## src/rtl/instr_loader_pkg.sv

```systemverilog
// ----------------------------------------------------------------------------
// instr_loader_pkg
//   Shared definitions for the instruction memory loader:
//     - MIPS opcode/function constants used by the encoder
//     - bit positions of each instruction field inside a 32-bit word
//     - loader FSM state encoding
//     - packed field tuple and the combinational encoder function
// ----------------------------------------------------------------------------
package instr_loader_pkg;

    // Opcode forced onto every R-type word, and the ADD function code.
    localparam logic [5:0] OP_RTYPE = 6'h00;
    localparam logic [5:0] FUNC_ADD = 6'h20;

    // Field format selector carried by fmt_i.
    localparam logic FMT_R = 1'b0;
    localparam logic FMT_I = 1'b1;

    // Least-significant bit of each field within the instruction word.
    localparam int OP_LSB    = 26;
    localparam int RS_LSB    = 21;
    localparam int RT_LSB    = 16;
    localparam int RD_LSB    = 11;
    localparam int SHAMT_LSB = 6;
    localparam int FUNC_LSB  = 0;
    localparam int IMM_LSB   = 0;

    typedef enum logic [1:0] {
        IDLE = 2'd0,
        LOAD = 2'd1,
        DONE = 2'd2
    } loader_state_e;

    typedef struct packed {
        logic        fmt;
        logic [5:0]  op;
        logic [4:0]  rs;
        logic [4:0]  rt;
        logic [4:0]  rd;
        logic [4:0]  shamt;
        logic [5:0]  func;
        logic [15:0] imm;
    } instr_fields_t;

    // Builds the instruction word. Fields that do not belong to the selected
    // format are ignored; for R-type the opcode input is ignored as well and
    // OP_RTYPE is used instead.
    function automatic logic [31:0] encode_instr(instr_fields_t f);
        logic [31:0] w;
        w = '0;
        if (f.fmt == FMT_R) begin
            w[OP_LSB +: 6]    = OP_RTYPE;
            w[RS_LSB +: 5]    = f.rs;
            w[RT_LSB +: 5]    = f.rt;
            w[RD_LSB +: 5]    = f.rd;
            w[SHAMT_LSB +: 5] = f.shamt;
            w[FUNC_LSB +: 6]  = f.func;
        end else begin
            w[OP_LSB +: 6]    = f.op;
            w[RS_LSB +: 5]    = f.rs;
            w[RT_LSB +: 5]    = f.rt;
            w[IMM_LSB +: 16]  = f.imm;
        end
        return w;
    endfunction

endpackage

```

## src/rtl/instr_loader_fifo.sv

```systemverilog
// ----------------------------------------------------------------------------
// instr_loader_fifo
//   Synchronous first-word-fall-through FIFO holding encoded instruction words
//   between the field-input side and the memory write port.
//
//   Ports
//     clk_i        clock, posedge
//     rst_i        synchronous active-high reset, empties the FIFO
//     clr_i        synchronous clear, same effect as reset (new load session)
//     push_i       write wdata_i; ignored when full
//     wdata_i      word to store
//     pop_i        discard head word; ignored when empty
//     rdata_o      head word (valid while empty_o is low)
//     occupancy_o  number of stored words, 0..DEPTH
//     full_o       occupancy_o == DEPTH
//     empty_o      occupancy_o == 0
//
//   DEPTH must be a power of two so that the pointers wrap naturally.
// ----------------------------------------------------------------------------
module instr_loader_fifo #(
    parameter  int DEPTH = 4,
    parameter  int WIDTH = 32,
    localparam int PTR_W = $clog2(DEPTH),
    localparam int OCC_W = PTR_W + 1
) (
    input  logic             clk_i,
    input  logic             rst_i,
    input  logic             clr_i,
    input  logic             push_i,
    input  logic [WIDTH-1:0] wdata_i,
    input  logic             pop_i,
    output logic [WIDTH-1:0] rdata_o,
    output logic [OCC_W-1:0] occupancy_o,
    output logic             full_o,
    output logic             empty_o
);

    logic [WIDTH-1:0] mem_q [DEPTH];
    logic [PTR_W-1:0] wr_ptr_q;
    logic [PTR_W-1:0] rd_ptr_q;
    logic [OCC_W-1:0] occ_q;
    logic             push_ok;
    logic             pop_ok;

    assign full_o      = (occ_q == OCC_W'(DEPTH));
    assign empty_o     = (occ_q == '0);
    assign occupancy_o = occ_q;
    assign rdata_o     = mem_q[rd_ptr_q];

    assign push_ok = push_i && !full_o;
    assign pop_ok  = pop_i && !empty_o;

    always_ff @(posedge clk_i) begin
        if (rst_i || clr_i) begin
            wr_ptr_q <= '0;
            rd_ptr_q <= '0;
            occ_q    <= '0;
        end else begin
            if (push_ok) begin
                wr_ptr_q <= wr_ptr_q + 1'b1;
            end
            if (pop_ok) begin
                rd_ptr_q <= rd_ptr_q + 1'b1;
            end
            // A simultaneous push and pop leaves the occupancy unchanged.
            case ({push_ok, pop_ok})
                2'b10:   occ_q <= occ_q + 1'b1;
                2'b01:   occ_q <= occ_q - 1'b1;
                default: occ_q <= occ_q;
            endcase
        end
    end

    // Storage needs no reset: a word is only ever read after being written.
    always_ff @(posedge clk_i) begin
        if (push_ok) begin
            mem_q[wr_ptr_q] <= wdata_i;
        end
    end

endmodule

```

## src/rtl/instr_mem_loader.sv

```systemverilog
// ----------------------------------------------------------------------------
// instr_mem_loader
//   Assembles MIPS instruction words from field tuples and writes them into the
//   instruction memory at consecutive word addresses 0,1,2,... A small FIFO
//   decouples tuple acceptance from the registered memory write port.
//
//   Ports
//     clk_i, rst_i       clock (posedge) and synchronous active-high reset
//     start_i            begin a load session (honoured in IDLE and DONE)
//     in_valid_i         tuple valid
//     in_ready_o         tuple accepted when in_valid_i && in_ready_o at posedge
//     last_i             tuple is the final instruction of the program
//     fmt_i              0 = R-type, 1 = I-type
//     op_i, rs_i, rt_i, rd_i, shamt_i, func_i, imm_i   instruction fields
//     mem_we_o           memory write strobe, one cycle per word
//     mem_addr_o         word address of the write
//     mem_wdata_o        encoded instruction word
//     count_o            words written in this session
//     done_o             session complete, held until the next start_i
//     full_o             count_o == INSTR_NUM
//     checksum_o         XOR of words written this session (optional feature)
//     state_o            FSM state (debug visibility)
//
//   Handshake: a tuple transfers on a rising edge where in_valid_i and
//   in_ready_o are both high; the tuple fields and last_i must be stable while
//   in_valid_i is high. in_ready_o depends only on registered state.
//
//   Configuration macro: LOADER_CHECKSUM_EN. When defined, checksum_o holds the
//   running XOR of every word written in the current session; when undefined,
//   checksum_o is tied to zero and no checksum register exists.
// ----------------------------------------------------------------------------
module instr_mem_loader
    import instr_loader_pkg::*;
#(
    parameter int INSTR_NUM  = 256,
    parameter int ADDR_W     = 8,
    parameter int FIFO_DEPTH = 4
) (
    input  logic              clk_i,
    input  logic              rst_i,
    input  logic              start_i,
    input  logic              in_valid_i,
    output logic              in_ready_o,
    input  logic              last_i,
    input  logic              fmt_i,
    input  logic [5:0]        op_i,
    input  logic [4:0]        rs_i,
    input  logic [4:0]        rt_i,
    input  logic [4:0]        rd_i,
    input  logic [4:0]        shamt_i,
    input  logic [5:0]        func_i,
    input  logic [15:0]       imm_i,
    output logic              mem_we_o,
    output logic [ADDR_W-1:0] mem_addr_o,
    output logic [31:0]       mem_wdata_o,
    output logic [ADDR_W:0]   count_o,
    output logic              done_o,
    output logic              full_o,
    output logic [31:0]       checksum_o,
    output logic [1:0]        state_o
);

    localparam int OCC_W = $clog2(FIFO_DEPTH) + 1;
    localparam int SUM_W = ADDR_W + 2;

    localparam logic [ADDR_W:0]  MAX_COUNT = (ADDR_W + 1)'(INSTR_NUM);
    localparam logic [SUM_W-1:0] MAX_SUM   = SUM_W'(INSTR_NUM);

    // ------------------------------------------------------------------
    // Registered state
    // ------------------------------------------------------------------
    loader_state_e     state_q;
    logic              last_seen_q;
    logic [ADDR_W:0]   count_q;
    logic [ADDR_W:0]   count_d;
    logic              full_q;
    logic              done_q;
    logic              mem_we_q;
    logic [ADDR_W-1:0] mem_addr_q;
    logic [31:0]       mem_wdata_q;

    // ------------------------------------------------------------------
    // FIFO and datapath signals
    // ------------------------------------------------------------------
    instr_fields_t     fields;
    logic [31:0]       enc_word;
    logic [31:0]       fifo_rdata;
    logic [OCC_W-1:0]  fifo_occ;
    logic              fifo_full;
    logic              fifo_empty;
    logic [SUM_W-1:0]  pending_total;
    logic              in_ready;
    logic              in_fire;
    logic              pop;
    logic              session_start;
    logic              load_done;

    // Encoder: purely combinational, the result is pushed on accept.
    always_comb begin
        fields.fmt   = fmt_i;
        fields.op    = op_i;
        fields.rs    = rs_i;
        fields.rt    = rt_i;
        fields.rd    = rd_i;
        fields.shamt = shamt_i;
        fields.func  = func_i;
        fields.imm   = imm_i;
    end

    assign enc_word = encode_instr(fields);

    // Words already written plus words still buffered. Keeping this below
    // INSTR_NUM before accepting means the memory can never overflow, so no
    // accepted word is ever dropped.
    assign pending_total = SUM_W'(count_q) + SUM_W'(fifo_occ);

    // A full FIFO refuses input even if a pop happens in the same cycle;
    // this keeps in_ready free of any same-cycle dependency on the drain.
    assign in_ready = (state_q == LOAD) && !last_seen_q && !fifo_full &&
                      (pending_total < MAX_SUM);
    assign in_fire  = in_valid_i && in_ready;

    assign pop           = (state_q == LOAD) && !fifo_empty;
    assign session_start = start_i && (state_q != LOAD);
    assign count_d       = count_q + 1'b1;

    // The session ends only after the final word has left the write register,
    // so done_o never rises while a memory write is still being presented.
    assign load_done = fifo_empty && !mem_we_q && (last_seen_q || full_q);

    instr_loader_fifo #(
        .DEPTH (FIFO_DEPTH),
        .WIDTH (32)
    ) u_fifo (
        .clk_i       (clk_i),
        .rst_i       (rst_i),
        .clr_i       (session_start),
        .push_i      (in_fire),
        .wdata_i     (enc_word),
        .pop_i       (pop),
        .rdata_o     (fifo_rdata),
        .occupancy_o (fifo_occ),
        .full_o      (fifo_full),
        .empty_o     (fifo_empty)
    );

    // ------------------------------------------------------------------
    // FSM, write port and session counters
    // ------------------------------------------------------------------
    always_ff @(posedge clk_i) begin
        if (rst_i) begin
            state_q     <= IDLE;
            last_seen_q <= 1'b0;
            count_q     <= '0;
            full_q      <= 1'b0;
            done_q      <= 1'b0;
            mem_we_q    <= 1'b0;
            mem_addr_q  <= '0;
            mem_wdata_q <= '0;
        end else begin
            mem_we_q <= 1'b0;
            case (state_q)
                IDLE, DONE: begin
                    if (start_i) begin
                        state_q     <= LOAD;
                        last_seen_q <= 1'b0;
                        count_q     <= '0;
                        full_q      <= 1'b0;
                        done_q      <= 1'b0;
                        mem_addr_q  <= '0;
                    end
                end
                LOAD: begin
                    if (in_fire && last_i) begin
                        last_seen_q <= 1'b1;
                    end
                    // The write address is the number of words written so far,
                    // so addresses are consecutive and never wrap.
                    if (pop) begin
                        mem_we_q    <= 1'b1;
                        mem_addr_q  <= count_q[ADDR_W-1:0];
                        mem_wdata_q <= fifo_rdata;
                        count_q     <= count_d;
                        full_q      <= (count_d == MAX_COUNT);
                    end
                    if (load_done) begin
                        state_q <= DONE;
                        done_q  <= 1'b1;
                    end
                end
                default: begin
                    state_q <= IDLE;
                end
            endcase
        end
    end

    // ------------------------------------------------------------------
    // Optional running checksum of written words
    // ------------------------------------------------------------------
`ifdef LOADER_CHECKSUM_EN
    logic [31:0] checksum_q;

    always_ff @(posedge clk_i) begin
        if (rst_i) begin
            checksum_q <= '0;
        end else if (session_start) begin
            checksum_q <= '0;
        end else if (pop) begin
            // Same edge that raises mem_we_o with this word.
            checksum_q <= checksum_q ^ fifo_rdata;
        end
    end

    assign checksum_o = checksum_q;
`else
    assign checksum_o = 32'd0;
`endif

    assign in_ready_o  = in_ready;
    assign mem_we_o    = mem_we_q;
    assign mem_addr_o  = mem_addr_q;
    assign mem_wdata_o = mem_wdata_q;
    assign count_o     = count_q;
    assign done_o      = done_q;
    assign full_o      = full_q;
    assign state_o     = state_q;

endmodule

```

## config.mk

```make
export PLATFORM = sky130hd
export DESIGN_NAME = instr_mem_loader
export DESIGN_NICKNAME = d
export VERILOG_FILES = /design/src/rtl/instr_loader_pkg.sv /design/src/rtl/instr_loader_fifo.sv /design/src/rtl/instr_mem_loader.sv
export SDC_FILE = /design/constraint.sdc
export NUM_CORES = 1
export LEC_CHECK = 0
export CAP_MARGIN = 20
export CORE_MARGIN = 4
export CORE_UTILIZATION = 47
export CTS_CLUSTER_DIAMETER = 80
export DETAILED_ROUTE_END_ITERATION = 10
export GPL_TIMING_DRIVEN = 0
export PLACE_DENSITY = 0.74
export SLEW_MARGIN = 20
export SYNTH_ARGS = -nofsm -noshare
export SYNTH_HDL_FRONTEND = slang
export SYNTH_HIERARCHICAL = 1
export SYNTH_SLANG_ARGS = --single-unit
```

## constraint.sdc

```tcl
create_clock -name clk_i -period 2.7 [get_ports clk_i]
set_input_delay 0.675 -clock clk_i [delete_from_list [all_inputs] [get_ports clk_i]]
set_output_delay 0.675 -clock clk_i [all_outputs]
set_load 0.01 [all_outputs]
```

==> impl_metrics.yaml, run 1 <==
synthesis:
  ys_seq_area_share_pct: 65.7
  synthArstFlopShare_pct: 0
  synth_top_area_share_pct: 49.3
  synth_top_cell_by_area: "edfxtp_1"
  synth.most_common_cell: "edfxtp_1"
  syn_inst: 558
  synthTopCellsByArea: "edfxtp_1 49%, dfxtp_1 16%, mux4_2 9.2%"
  synth.ff_latch_count: 192
  ys_warn_count: 6
  synth_edf_count: 128
  ys.flop_type: "edfxtp_1"
  syn_area_mm2: 0.00780
  ys_top_cells_by_count: "128 x edfxtp_1, 82 x nand2_1, 64 x dfxtp_1, 58 x a21oi_1, 39 x buf_4"
  ys_types: 49
  avgSynthCellArea_um2: 14.0
worst_hold_path:
  worstHoldStart: "mem_wdata_o[9]"
  hold_class: "flop to flop"
  holdPathEnd: "mem_wdata_o[9]"
  whs_path_depth: 2
status:
  status: "complete, but fails checks"
  failed_checks: "setup timing"
timing:
  fin_crit_sh_pct: 100
  fin_crit_ns: 2.71
  finalHoldViolations: 0
  fin_skew_ns: 0.00772
  fin_tns_setup_ns: -0.00800
  max_slew.worst_pin.slew_ns: 0.918
  finalMaxSlewViolations: 0
  rsz0062_at_grt: "true"
  slew_headroom_pct: 38.8
  layout_setup_ws_ns: -0.00800
  setup_viol: 1
  max_freq_mhz: 369
route:
  drtAntennaViolNets: 0
  finalWirelength_um: 17400
  firstDrtPassIters: 5
  wl_per_cell_um: 18.2
  route.detailed.drc: 0
  routed-via-count: 5001
  drt_iter0_markers: 434
  avgViaCountPerCell: 5.23
critical_path:
  start_kind: "flop"
  r2r_end: "u_fifo/occupancy_o[2]"
  critPathKind: "flop to flop"
  reg2reg_from: "count_o[3]"
  crit_fanout: 10
  reg2reg_slack_ns: -0.008
  endpoint_kind: "flop"
  reg2reg_depth: 14
  cp.required_ns: 3.06
  cp.arrival_ns: 3.07
clocking:
  cts.sinks: 192
  clkTransAtPathRegs_ns: 0.07
  numCtsBuffers: 17
  root_buffer: "clkbuf_16"
  clock_latency_ns: 0.43
  cts_tree: "built"
  h-tree-depth: 4
  clockBufferDepth: 2
global_route:
  grt_pass1_vias: 5106
  met1_usage_pct: 24.1
  gr-total-overflow: 0
  gr-usage-met2_pct: 32.7
  grt_usage_pct: 19.2
  busiest_layer: "met2"
  grt_pass1_wl_um: 26800
  grt_max_degree: 33
  groute.layer.met3.usage_pct: 4.41
  antenna_found_initial: 0
final_layout:
  syn2layout_area_growth_pct: 28.6
  drive_above_1_share_pct: 22.5
  fillers: 1173
  fin_nets: 792
  stdcell_area_mm2: 0.0100
  diodes: 0
  final_cells: 957
floorplanning:
  io_pins: 141
  die_h_um: 137
  rows: 46
  die_area_mm2: 0.0187
  die_w_um: 137
  start_util_pct: 48.6
  coreArea_mm2: 0.0161
power:
  fin_total_pwr_mw: 5.90
  powerDensity_mw_per_mm2: 589
  peakVddDrop_mv: 0.481
  p_leak_nw: 3.40
place:
  dp_hpwl_um: 11600
  gp_congestion: 0.843
  pre_cts_ws_ns: -0.384
  portBuffers: 108
  placed_area_mm2: 0.00930
  place_inst: 913
job:
  cap_violations: 0
==> cells in the final DEF, fill, tap and decap left out, types with 4 or more instances in the layout <==
| master | netlist | final |
|---|---|---|
| and2_1 | 9 | 8 |
| buf_4 | 39 | 51 |
| o21ai_0 | 7 | 7 |
| dfxtp_4 | 0 | 4 |
| a21oi_1 | 58 | 57 |
| clkinvlp_4 | 0 | 4 |
| conb_1 | 1 | 32 |
| clkbuf_1 | 11 | 14 |
| nor2_1 | 14 | 14 |
| clkdlybuf4s50_1 | 0 | 107 |
| buf_1 | 4 | 4 |
| and3_1 | 4 | 4 |
| nand3_1 | 12 | 12 |
| xor2_1 | 4 | 4 |
| inv_1 | 9 | 6 |
| clkbuf_16 | 0 | 17 |
| nand2_1 | 82 | 82 |
| dfxtp_1 | 64 | 57 |
| ha_1 | 9 | 7 |
| edfxtp_1 | 128 | 128 |
| mux2_2 | 16 | 16 |
| mux4_2 | 32 | 32 |
==> repair_timing <==
| action | 4_1_cts | 5_1_grt |
|---|---|---|
| hold buffers | 0 | 0 |
| cloned | 0 | 0 |
| resized for setup | 18 | 7 |
| pin swaps | 7 | 3 |
| setup endpoints to repair | 100 | 45 |
| setup buffers | 11 | 1 |
==> power breakdown <==
group          total (mW)  switching, mW  internal [mW]
Clock                2.36           1.06           1.30
Sequential           3.19         0.0140           3.17
Combinational       0.355          0.171          0.184
Total                5.90           1.24           4.66
==> kinds of logic after synthesis <==
logic type	Yosys count	share of synthesized area (%)
flip-flops	192	65.7
AND/OR/NAND/NOR	150	9.10
AO/OA/AOI/OAI	77	5.38
buffers and inverters	73	5.70
multiplexers	48	11.6
adder cells (fa/ha/maj)	10	1.70
XOR/XNOR	7	0.786
other	1	0.0481
==> area by class of cell <==
type                    instances  area (um^2)  share of cell area, %
repair buffers                120         1170                   11.6
plain buffers                  63          430                   4.29
flip-flops and latches        192         5140                   51.3
inverters                      10         41.3                  0.412
well taps                     216          270                   2.70
multi-input cells             324         2410                   24.1
clock buffers                  21          450                   4.49
clock inverters                11          106                   1.06
==> per-layer routing <==
| metal | share of wire [%] | up-vias |
|---|---|---|
| li1 | - | 2318 |
| met1 | 41 | 2424 |
| met2 | 49 | 220 |
| met3 | 7.4 | 39 |
| met4 | 2.5 | 0 |
| met5 | 0 | - |
==> registers in the layout, indices dropped and copies added (netlist names), 2 cells and up, named ones only <==
| name | flops |
|---|---|
| count_o | 9 |
| mem_addr_o | 8 |
| mem_wdata_o | 32 |
| state_o | 2 |
| u_fifo/mem_q | 128 |
| u_fifo/occupancy_o | 3 |
| u_fifo/rd_ptr_q | 2 |
| u_fifo/wr_ptr_q | 2 |
==> worst max-delay path: stages, from the launching register on <==
cell	delay, ns
dfxtp_1	0.34
buf_4	0.17
and4_4	0.23
nand2_1	0.08
o211ai_1	0.26
inv_1	0.10
and2_4	0.18
and2_4	0.14
inv_2	0.06
ha_4	0.12
inv_2	0.04
fa_2	0.33
xor2_1	0.16
or3_4	0.33
a21oi_2	0.11
==> worst max-delay path by stage <==
stage,from,endpoint,slack (ns),cells after the start
2_1_floorplan,u_fifo/occupancy_o[0],u_fifo/occupancy_o[2],0.03,15
3_3_place_gp,u_fifo/occupancy_o[1],u_fifo/occupancy_o[2],-0.24,12
3_5_place_dp,u_fifo/occupancy_o[1],u_fifo/occupancy_o[2],-0.38,12
4_1_cts,u_fifo/occupancy_o[1],u_fifo/occupancy_o[2],-0.02,15
5_1_grt,u_fifo/occupancy_o[0],u_fifo/occupancy_o[2],-0.12,15
6_report,count_o[3],u_fifo/occupancy_o[2],-0.008,14
==> metrics by stage <==
stage          hold WS (ns)  util [%]
2_1_floorplan         0.459         -
5_1_grt               0.475      62.4
3_3_place_gp          0.447      57.9
4_1_cts               0.460      62.3
6_report              0.458      62.4
3_5_place_dp          0.450      57.9
Note: power is estimated with default switching activity, not from simulation.
==> run 2: changes to the inputs <==
--- a/config.mk
+++ b/config.mk
@@ -12,8 +12,9 @@
 export DETAILED_ROUTE_END_ITERATION = 10
 export GPL_TIMING_DRIVEN = 0
 export PLACE_DENSITY = 0.74
-export SLEW_MARGIN = 20
+export SLEW_MARGIN = 0
 export SYNTH_ARGS = -nofsm -noshare
 export SYNTH_HDL_FRONTEND = slang
 export SYNTH_HIERARCHICAL = 1
 export SYNTH_SLANG_ARGS = --single-unit
+export TNS_END_PERCENT = 50
==> impl_metrics.yaml, run 2 (synthesized netlist as in run 1, its figures left out) <==
floorplanning:
  die_w_um: 137
  io_pins: 141
  die_h_um: 137
  start_util_pct: 48.6
  coreArea_mm2: 0.0161
  die_area_mm2: 0.0187
  rows: 46
global_route:
  grt_pass1_wl_um: 26800
  grt_max_degree: 33
  gr-total-overflow: 0
  grt_usage_pct: 19.2
  grt_pass1_vias: 5106
  antenna_found_initial: 0
place:
  pre_cts_ws_ns: -0.384
  placed_area_mm2: 0.00930
  dp_hpwl_um: 11600
  place_inst: 913
  portBuffers: 108
  gp_congestion: 0.843
route:
  finalWirelength_um: 17300
  drt_iter0_markers: 477
  avgViaCountPerCell: 5.24
  wl_per_cell_um: 18.1
  firstDrtPassIters: 6
  drtAntennaViolNets: 0
  routed-via-count: 5019
  route.detailed.drc: 0
power:
  powerDensity_mw_per_mm2: 589
  p_leak_nw: 3.41
  p_switching_mw: 1.24
  seq_power_share_pct: 54.0
  clkPwrFrac_pct: 40.0
  p_int_mw: 4.66
  peakVddDrop_mv: 0.481
  p_sw_share_pct: 21.0
  combinationalPowerShare_pct: 6.0
  fin_total_pwr_mw: 5.90
timing:
  fin_crit_sh_pct: 100
  slew_headroom_pct: 39.5
  rsz0062_at_grt: "true"
  setup_viol: 1
  fin_crit_ns: 2.71
  fin_skew_ns: 0.00766
  finalMaxSlewViolations: 0
  fin_hold_ws_ns: 0.458
  max_slew.worst_pin.slew_ns: 0.908
  layout_setup_ws_ns: -0.00691
  finalHoldViolations: 0
  max_freq_mhz: 369
clocking:
  clock_latency_ns: 0.43
  clkTransAtPathRegs_ns: 0.07
  numCtsBuffers: 17
  cts_tree: "built"
  clockBufferDepth: 2
  ctsHoldBuffers: 0
  h-tree-depth: 4
  cts.sinks: 192
  root_buffer: "clkbuf_16"
final_layout:
  final_cells: 957
  diodes: 0
  syn2layout_area_growth_pct: 28.5
  fin_nets: 792
  largest-register: "u_fifo/mem_q"
  final_common_cell: "edfxtp_1"
  stdcell_area_mm2: 0.0100
  largest_reg_flops: 128
  fillers: 1171
  mostFrequentLayoutCells: "128 x edfxtp_1, 107 x clkdlybuf4s50_1, 82 x nand2_1"
  drive_above_1_share_pct: 22.4
critical_path:
  crit_slowest_cell: "or3b_1"
  timing.critical_path.buf_inv: 5
  endpoint_kind: "flop"
  critPathKind: "flop to flop"
  cp.required_ns: 3.06
  cpMostUsedCell: "inv_2"
  reg2reg_slack_ns: -0.007
  cp.arrival_ns: 3.07
  crit_chain: "or3b_1 -> clkbuf_8 -> inv_2 -> nor3_1 -> o211ai_1 -> inv_1 -> and2_4 -> and2_4 -> inv_2 -> ha_4 -> inv_2 -> fa_2 -> xor2_1 -> or3_4 -> a21oi_2"
  critPathTopFamily: "simple AND/OR/NAND/NOR gates"
  crit_fanout: 4
  start_kind: "flop"
  critical-path-max-stage-delay_ns: 0.38
job:
  cap_violations: 0
status:
  failed_checks: "setup timing"
  status: "complete, but fails checks"
worst_hold_path:
  hold_class: "flop to flop"
## run 2: power groups by stage
| stage | Combinational [mW] | Sequential [mW] | Clock [mW] |
|---|---|---|---|
| after global routing | 0.385 | 3.19 | 2.53 |
| final | 0.355 | 3.19 | 2.36 |
| after floorplan | 0.186 | 3.25 | 0 |
| after detailed placement | 0.340 | 3.25 | 0 |
| after CTS | 0.351 | 3.19 | 2.41 |
| after global placement | 0.329 | 3.25 | 0 |
## run 2: layout make-up
cell class	count	area [um^2]	share of cell area (%)
multi-input cells	324	2410	24.1
clock inverters	11	106	1.06
repair buffers	120	1170	11.7
flip-flops and latches	192	5140	51.3
inverters	10	37.5	0.375
clock buffers	21	450	4.49
well taps	216	270	2.70
plain buffers	63	430	4.30
## run 2: stage by stage
stage | util (%) | TNS, ns
final | 62.4 | -0.00691
after global routing | 62.4 | -0.123
after CTS | 62.3 | -0.0232
after detailed placement | 57.9 | -1.91
after global placement | 57.9 | -0.581
after floorplan | - | 0
## run 2: per-layer routing
layer / vias up / track usage (%) / wire (um)
li1: 2319 / - / -
met1: 2421 / 24.1 / 7030
met2: 238 / 32.7 / 8520
met3: 41 / 4.41 / 1360
met4: 0 / 7.37 / 427
met5: - / 0 / 0
## run 2: path summary, 6_finish.rpt
path                         start                    end  cells past startpoint
min reg2reg         mem_wdata_o[9]         mem_wdata_o[9]                      2
min                 mem_wdata_o[9]         mem_wdata_o[9]                      2
max          u_fifo/occupancy_o[0]  u_fifo/occupancy_o[2]                     15
max reg2reg  u_fifo/occupancy_o[0]  u_fifo/occupancy_o[2]                     15
## run 2: tightest hold or removal path, cell delays in order (launching register included)
cell     delay (ns)
dfxtp_1        0.31
nand2_1        0.05
a21oi_1        0.05
## run 2: what timing repair did
action / 4_1_cts / 5_1_grt
setup buffers: 11 / 1
resized for setup: 18 / 6
pin swaps: 7 / 3
endpoints found under the setup margin: 100 / 45
==> run 3: changes to the inputs <==
--- a/config.mk
+++ b/config.mk
@@ -6,7 +6,6 @@
 export NUM_CORES = 1
 export LEC_CHECK = 0
 export CAP_MARGIN = 20
-export CORE_MARGIN = 4
 export CORE_UTILIZATION = 47
 export CTS_CLUSTER_DIAMETER = 80
 export DETAILED_ROUTE_END_ITERATION = 10
==> impl_metrics.yaml, run 3 (synthesized netlist as in run 1, its figures left out) <==
status:
  status: "complete, but fails checks"
  failed_checks: "setup timing"
power:
  p_switching_mw: 1.31
  p_int_mw: 4.92
  combinationalPowerShare_pct: 5.7
  p_sw_share_pct: 21.0
  peakVddDrop_mv: 0.477
  clkPwrFrac_pct: 43.2
  seq_power_share_pct: 51.1
  powerDensity_mw_per_mm2: 617
  p_leak_nw: 3.44
  fin_total_pwr_mw: 6.23
route:
  route.detailed.drc: 0
  met2_length_um: 8610
  firstDrtPassIters: 5
  met3_length_um: 1140
  routed-via-count: 4998
  finalWirelength_um: 17500
  wl_per_cell_um: 18.4
  avgViaCountPerCell: 5.23
  topRoutingLayerUsed: "met4"
  wl_met1_um: 7330
  drt_iter0_markers: 350
  drtAntennaViolNets: 0
final_layout:
  diodes: 0
  largest_reg_flops: 128
  mostFrequentLayoutCells: "128 x edfxtp_1, 107 x clkdlybuf4s50_1, 82 x nand2_1"
  largest-register: "u_fifo/mem_q"
  seqCellArea_mm2: 0.00514
  fillers: 1152
  drive_above_1_share_pct: 22.6
  final_common_cell: "edfxtp_1"
  final_cells: 955
  multi_input_area_mm2: 0.00241
  fin_nets: 790
  syn2layout_area_growth_pct: 29.5
timing:
  layout_setup_ws_ns: -0.0687
  fin_hold_ws_ns: 0.455
  finalHoldViolations: 0
  max_slew.worst_pin.slew_ns: 0.739
  setup_viol: 1
  finalMaxSlewViolations: 0
  fin_skew_ns: 0.0108
  rsz0062_at_grt: "true"
  fin_crit_ns: 2.77
  max_freq_mhz: 361
  fin_crit_sh_pct: 103
  slew_headroom_pct: 50.7
global_route:
  antenna_found_initial: 0
  gr-total-overflow: 0
  grt_pass1_wl_um: 27300
  grt_max_degree: 33
  grt_usage_pct: 22.3
  grt_pass1_vias: 5039
clocking:
  cts_tree: "built"
  cts.sinks: 192
  numCtsBuffers: 17
  h-tree-depth: 4
  clock_latency_ns: 0.43
  clkTransAtPathRegs_ns: 0.07
  clockBufferDepth: 2
  root_buffer: "clkbuf_16"
worst_hold_path:
  whs_path_depth: 2
  holdPathEnd: "mem_wdata_o[11]"
  hold_class: "flop to flop"
  worstHoldStart: "mem_wdata_o[11]"
critical_path:
  reg2reg_depth: 15
  reg2reg_from: "u_fifo/occupancy_o[2]"
  timing.critical_path.buf_inv: 5
  cp.required_ns: 3.06
  start_kind: "flop"
  cp.arrival_ns: 3.13
  crit_chain: "or3b_4 -> buf_8 -> inv_2 -> nor3_1 -> o211ai_1 -> inv_1 -> and2_4 -> and2_4 -> inv_4 -> ha_4 -> inv_2 -> fa_2 -> xor2_2 -> or3_4 -> a21oi_2"
  critPathTopFamily: "simple AND/OR/NAND/NOR gates"
  r2r_end: "u_fifo/occupancy_o[2]"
  critical-path-max-stage-delay_ns: 0.39
  endpoint_kind: "flop"
  crit_fanout: 4
  reg2reg_slack_ns: -0.07
  critPathKind: "flop to flop"
  crit_slowest_cell: "or3b_4"
floorplanning:
  coreArea_mm2: 0.0161
  start_util_pct: 48.6
  die_w_um: 131
  rows: 46
  die_h_um: 131
  io_pins: 141
  die_area_mm2: 0.0171
place:
  gp_congestion: 0.819
  portBuffers: 108
  place_inst: 913
  pre_cts_ws_ns: -0.436
  dp_hpwl_um: 11300
job:
  cap_violations: 0
[run 3: cell types whose count changed in the layout (fill, tap and decap cells not counted), sizes merged]
cell,change
inv,+1
bufinv,+3
clkbuf,-5
buf,-1
[run 3: through the flow]
stage	area [um^2]	setup TNS [ns]	util, %
after floorplan	7950	0	-
after global placement	9300	-2.74	57.9
after detailed placement	9300	-5.31	57.9
after CTS	10100	-0.171	62.8
after global routing	10100	-0.306	62.9
final	10100	-0.0687	62.9
[run 3: per-layer routing]
layer  up-vias  GRT usage, %
met5         -             0
met4         0          10.2
met3        29          5.01
met2       219          36.3
met1      2441          28.5
li1       2309             -
[run 3: worst register-to-register path, cell delays in order, from the launching register on]
cell and delay, ns:
dfxtp_4 0.38, or3b_4 0.39, buf_8 0.13, inv_2 0.03, nor3_1 0.03, o211ai_1 0.14
inv_1 0.09, and2_4 0.15, and2_4 0.17, inv_4 0.05, ha_4 0.13, inv_2 0.04
fa_2 0.34, xor2_2 0.16, or3_4 0.33, a21oi_2 0.14
[run 3: area by class of cell]
type                    instances  area share (%)
plain buffers                  63            4.31
clock buffers                  17            4.21
clock inverters                15            2.06
inverters                      10           0.434
multi-input cells             324            23.9
flip-flops and latches        192            50.9
well taps                     216            2.68
repair buffers                118            11.4
[run 3: power groups by stage]
stage	clock network (mW)	registers, mW	logic (mW)
6_report	2.69	3.19	0.355
3_5_place_dp	0	3.25	0.341
4_1_cts	2.72	3.19	0.355
2_1_floorplan	0	3.25	0.186
3_3_place_gp	0	3.25	0.331
5_1_grt	2.84	3.19	0.389
[run 3: timing repair]
item                                    in CTS  in global routing
hold buffers                                 0                  0
endpoints found under the setup margin     132                  3
gates resized for setup                     25                  5
pin swaps                                    5                  1
cloned                                       0                  0
buffers inserted                            10                  0
[run 3: worst max path at each step]
| stage | startpoint | endpoint | slack [ns] | cells after the start |
|---|---|---|---|---|
| detailed placement | u_fifo/occupancy_o[1] | u_fifo/occupancy_o[2] | -0.44 | 12 |
| global placement | u_fifo/occupancy_o[1] | u_fifo/occupancy_o[2] | -0.37 | 12 |
| finish | u_fifo/occupancy_o[2] | u_fifo/occupancy_o[2] | -0.07 | 15 |
| CTS | u_fifo/occupancy_o[1] | u_fifo/occupancy_o[2] | -0.09 | 15 |
| floorplan | u_fifo/occupancy_o[0] | u_fifo/occupancy_o[2] | 0.03 | 15 |
| global route | u_fifo/occupancy_o[1] | u_fifo/occupancy_o[2] | -0.17 | 12 |
